--- src/rtl/vga_timing_ctrl.sv ---
// VGA raster timing generator running entirely on clk_in with a divided pixel clock-enable.
// A start-up/shutdown FSM gates the raster counters; all sync/coordinate outputs are registered.
module vga_timing_ctrl #(
    parameter int DIV         = 4,
    parameter int H_ACTIVE    = 640,
    parameter int H_FP        = 16,
    parameter int H_SYNC      = 96,
    parameter int H_BP        = 48,
    parameter int V_ACTIVE    = 480,
    parameter int V_FP        = 10,
    parameter int V_SYNC      = 2,
    parameter int V_BP        = 33,
    parameter int LOCK_CYCLES = 16
) (
    input  logic       clk_in,
    input  logic       reset,
    input  logic       enable,
    output logic       pix_ce,
    output logic       hsync,
    output logic       vsync,
    output logic       de,
    output logic [9:0] x,
    output logic [9:0] y,
    output logic       frame_start,
    output logic       locked
);

    localparam int H_TOTAL = H_ACTIVE + H_FP + H_SYNC + H_BP;
    localparam int V_TOTAL = V_ACTIVE + V_FP + V_SYNC + V_BP;
    localparam int DW      = (DIV > 1) ? $clog2(DIV) : 1;
    localparam int WW      = $clog2(LOCK_CYCLES + 1);

    localparam logic [DW-1:0] DIV_LAST  = DW'(DIV - 1);
    localparam logic [WW-1:0] WARM_LAST = WW'(LOCK_CYCLES - 1);
    localparam logic [9:0]    H_LAST    = 10'(H_TOTAL - 1);
    localparam logic [9:0]    V_LAST    = 10'(V_TOTAL - 1);
    localparam logic [9:0]    H_ACT     = 10'(H_ACTIVE);
    localparam logic [9:0]    V_ACT     = 10'(V_ACTIVE);
    localparam logic [9:0]    HS_BEGIN  = 10'(H_ACTIVE + H_FP);
    localparam logic [9:0]    HS_END    = 10'(H_ACTIVE + H_FP + H_SYNC);
    localparam logic [9:0]    VS_BEGIN  = 10'(V_ACTIVE + V_FP);
    localparam logic [9:0]    VS_END    = 10'(V_ACTIVE + V_FP + V_SYNC);

    typedef enum logic [1:0] {IDLE, WARMUP, RUN, DRAIN} state_t;

    state_t        state, state_next;
    logic [DW-1:0] div_cnt;
    logic [WW-1:0] warm_cnt, warm_next;
    logic [9:0]    h_cnt, v_cnt, h_next, v_next;
    logic          fs_next;
    logic          active_next, de_next, hs_next, vs_next;

    assign pix_ce = (div_cnt == DIV_LAST);

    always_ff @(posedge clk_in or posedge reset) begin
        if (reset)
            div_cnt <= '0;
        else if (pix_ce)
            div_cnt <= '0;
        else
            div_cnt <= div_cnt + DW'(1);
    end

    always_ff @(posedge clk_in or posedge reset) begin
        if (reset) begin
            state    <= IDLE;
            warm_cnt <= '0;
            h_cnt    <= '0;
            v_cnt    <= '0;
        end else begin
            state    <= state_next;
            warm_cnt <= warm_next;
            h_cnt    <= h_next;
            v_cnt    <= v_next;
        end
    end

    // End-of-frame in DRAIN without enable stops instead of wrapping, so no frame_start there.
    always_comb begin
        state_next = state;
        warm_next  = warm_cnt;
        h_next     = h_cnt;
        v_next     = v_cnt;
        fs_next    = 1'b0;
        case (state)
            IDLE: begin
                warm_next = '0;
                h_next    = '0;
                v_next    = '0;
                if (enable)
                    state_next = WARMUP;
            end
            WARMUP: begin
                if (!enable) begin
                    state_next = IDLE;
                    warm_next  = '0;
                end else if (pix_ce) begin
                    if (warm_cnt == WARM_LAST) begin
                        state_next = RUN;
                        warm_next  = '0;
                        h_next     = '0;
                        v_next     = '0;
                        fs_next    = 1'b1;
                    end else begin
                        warm_next = warm_cnt + WW'(1);
                    end
                end
            end
            RUN, DRAIN: begin
                state_next = enable ? RUN : DRAIN;
                if (pix_ce) begin
                    if (h_cnt == H_LAST) begin
                        h_next = '0;
                        if (v_cnt == V_LAST) begin
                            v_next = '0;
                            if (state == DRAIN && !enable)
                                state_next = IDLE;
                            else
                                fs_next = 1'b1;
                        end else begin
                            v_next = v_cnt + 10'd1;
                        end
                    end else begin
                        h_next = h_cnt + 10'd1;
                    end
                end
            end
            default: state_next = IDLE;
        endcase
    end

    assign active_next = (state_next == RUN) || (state_next == DRAIN);
    assign de_next     = (h_next < H_ACT) && (v_next < V_ACT);
    assign hs_next     = (h_next >= HS_BEGIN) && (h_next < HS_END);
    assign vs_next     = (v_next >= VS_BEGIN) && (v_next < VS_END);

    // Decoding the next-state counters keeps the registered outputs aligned with h_cnt/v_cnt.
    always_ff @(posedge clk_in or posedge reset) begin
        if (reset) begin
            hsync       <= 1'b1;
            vsync       <= 1'b1;
            de          <= 1'b0;
            x           <= '0;
            y           <= '0;
            frame_start <= 1'b0;
            locked      <= 1'b0;
        end else if (active_next) begin
            hsync       <= ~hs_next;
            vsync       <= ~vs_next;
            de          <= de_next;
            x           <= de_next ? h_next : 10'd0;
            y           <= de_next ? v_next : 10'd0;
            frame_start <= fs_next;
            locked      <= 1'b1;
        end else begin
            hsync       <= 1'b1;
            vsync       <= 1'b1;
            de          <= 1'b0;
            x           <= '0;
            y           <= '0;
            frame_start <= 1'b0;
            locked      <= 1'b0;
        end
    end

endmodule

--- config.mk ---
export PLATFORM = sky130hd
export DESIGN_NAME = vga_timing_ctrl
export DESIGN_NICKNAME = d
export VERILOG_FILES = /design/src/rtl/vga_timing_ctrl.sv
export SDC_FILE = /design/constraint.sdc
export NUM_CORES = 1
export LEC_CHECK = 0
export ABC_AREA = 1
export CELL_PAD_IN_SITES_DETAIL_PLACEMENT = 0
export CELL_PAD_IN_SITES_GLOBAL_PLACEMENT = 1
export CORE_ASPECT_RATIO = 1.4
export CORE_MARGIN = 1
export CORE_UTILIZATION = 42
export DETAILED_ROUTE_END_ITERATION = 7
export PLACE_DENSITY_LB_ADDON = 0.1
export SLEW_MARGIN = 20
export SYNTH_ARGS = -nofsm -noshare
export SYNTH_HDL_FRONTEND = slang
export SYNTH_SLANG_ARGS = --single-unit
export TNS_END_PERCENT = 100
--- constraint.sdc ---
create_clock -name clk_in -period 2.14 [get_ports clk_in]
set_input_delay 0.642 -clock clk_in [delete_from_list [all_inputs] [get_ports clk_in]]
set_output_delay 0.642 -clock clk_in [all_outputs]
set_load 0.005 [all_outputs]
==> results_dict.tcl <==
set metrics [dict create \
    synth_nets 368 \
    drv_cap 0 \
    routed_wl_um 6590 \
    synth.cell_area_um2 2840 \
    cp-start-kind "flop" \
    cts_hold_buf 0 \
    final_area_um2 3610 \
    viasPerCell 4.88 \
    ys_seq_area_share_pct 47.7 \
    grt_overflow 0 \
    placement.io_buffers 28 \
    root_buffer "clkbuf_8" \
    wl_per_cell_um 13.2 \
    drt_iter0_markers 96 \
    ys_types 30 \
    ys_ff_latch 54 \
    status "completed" \
    layout.cells.non_filler 498 \
    start_util_pct 43.2 \
    crit_required_ns 2.39 \
    worstSkewPairLatency_ns 0.32 \
    synthTopCellsByArea "dfrtp_1 (46%), nand2_1 (11%), inv_1 (8.1%), nand3_1 (5.1%), nor2_2 (4.8%)" \
    yosys-top-cells-count "nand2_1 (83), inv_1 (61), dfrtp_1 (52), nand3_1 (29), nor2_1 (29)" \
    setup_viol 0 \
    fp-row-count 35 \
    antenna_found_initial 0 \
    vias 2432 \
    syn2layout_area_growth_pct 27.1 \
    endpoint_kind "flop" \
    dpl_cell_area_um2 3440 \
    p_leak_nw 1.75 \
    cts_tree "built" \
    clk_path_buf_depth 2 \
    die_x_um 71.5 \
    synthCells 360 \
    clock.fmax_mhz 499 \
    ys.flop_type "dfrtp_1" \
    core_region_area_um2 6570 \
    synth_top_area_share_pct 45.8 \
    synth_area_leader_cell "dfrtp_1" \
    io-pin-count 29 \
    drc 0 \
    finClkSkew_ns 0.0147 \
    finalSetupTns_ns 0 \
    arrival_ns 2.25 \
    yosysMostFrequentCell "nand2_1" \
    ys_warn_count 0 \
    crit_path_max_fanout 18 \
    synthArstFlopShare_pct 100 \
    fin_crit_sh_pct 93.6 \
    drt.antenna.violating_nets 0 \
    clkTransAtPathRegs_ns 0.11 \
    finalHoldViolations 0 \
    syn_area_per_cell_um2 7.89 \
    cts_buffers 5 \
    place_hpwl_um 5150 \
    die-area_um2 7100 \
    grt_start_max_net_pins 20 \
    grt_pass1_vias 2378 \
    slew_violations 0 \
    n_antenna_cell 0 \
    fillers 638 \
    dp.cells 488 \
    dr.pass1.iters 4 \
    worstHoldPathType "flop to flop" \
    die_h_um 99.3 \
    synth_edf_count 0 \
    track_usage_pct 20.5 \
    gp_congestion 0.815 \
    cts_htree_levels 2 \
    fin_crit_ns 2.00 \
    power.density_nw_per_um2 533 \
    grt_pass1_wl_um 11200 \
    ir_drop_mv 0.333 \
    final_nets 431 \
    cts_num_sinks 54 \
    whs_ns 0.484 \
    drive_above_1_share_pct 21.2 \
    path_class "flop to flop" \
]
[flip-flops by register name, indices dropped and copies added (netlist names)]
name	count
state	2
v_cnt	10
warm_cnt	5
vsync	1
x	10
y	10
frame_start	1
hsync	1
de	1
locked	1
div_cnt	2
h_cnt	10
[final timing paths]
kind	startpoint	to	slack, ns	cells after the start
max	v_cnt[0]	x[4]	0.14	13
min	div_cnt[0]	div_cnt[0]	0.48	1
max reg2reg	v_cnt[0]	x[4]	0.14	13
min reg2reg	div_cnt[0]	div_cnt[0]	0.48	1
max in group asynchronous	reset	hsync	0.97	3
min in group asynchronous	reset	v_cnt[5]	0.64	2
[cell usage in the layout, fill, tap and decap left out, types with 2 or more instances in the layout]
cell,synthesis,final
nor2_4,3,4
nand2_1,83,82
nand2_4,3,3
dfrtp_1,52,52
nor2_2,22,21
clkbuf_8,0,5
buf_4,0,28
nor3_1,5,5
buf_12,0,3
ha_1,5,3
dfstp_2,2,2
xor2_1,3,3
o21ai_0,17,16
o211ai_1,2,2
a21oi_1,8,8
inv_1,61,60
o21ai_1,1,2
clkdlybuf4s50_1,0,27
nor2_1,29,29
nand2_2,6,7
nand3_2,4,5
inv_2,5,6
nand4_1,8,8
nand3_1,29,28
a31oi_1,2,2
[power breakdown]
group,leakage (nW),total [W],switching (W),internal (W)
registers,0.738,0.00105,0.0000149,0.00104
logic,0.958,0.000154,0.000100,0.0000534
clock network,0.0563,0.000717,0.000361,0.000357
[cell families after synthesis]
logic type,after synthesis,synth area share [%]
fa+ha+maj,5,2.20
compound gates,32,6.08
other cells,1,0.132
flops,54,47.7
simple gates,193,32.7
buf+inv,71,9.96
xor+xnor,4,1.23
[timing repair]
action,4_1_cts,5_1_grt
setup buffers,1,1
setup endpoints to repair,1,22
resized for setup,3,6
pin swaps,1,2
hold endpoints to repair,0,0
[worst max-delay path, stage by stage, from the launching register on]
cell and delay [ns]:
dfrtp_1 0.41, inv_1 0.11, ha_1 0.19, nand2_1 0.06, nor2_1 0.11, nand3_2 0.12
nand2_2 0.12, nand2_4 0.09, nand3_1 0.09, nand2_1 0.08, nor2_2 0.15, nand3_2 0.13
buf_12 0.18, nor2_2 0.07
[per-stage QoR]
stage	utilization [%]	setup slack [ns]	power, W
6_report	55.0	0.138	0.00192
5_1_grt	55.0	-0.00950	0.00201
4_1_cts	54.6	0.0146	0.00195
3_5_place_dp	52.4	-0.319	0.00123
3_3_place_gp	52.4	-0.308	0.00123
2_1_floorplan	-	0.187	0.00117
[area by class of cell]
type	instances	area [um2]	area share (%)
inverters	67	251	6.96
repair buffers	60	564	15.6
multi-input cells	235	1230	34.1
clock inverters	3	48.8	1.35
well taps	74	92.6	2.56
clock buffers	5	68.8	1.91
flip-flops and latches	54	1350	37.5
[metal layers]
metal	GRT usage, %	up-vias	share of wire, %
li1	-	1241	-
met1	24.8	1146	43
met2	36.5	34	52
met3	3.24	11	2.6
met4	7.54	0	2.2
met5	0	-	0
No activity file was read; power rests on OpenSTA's default activity.
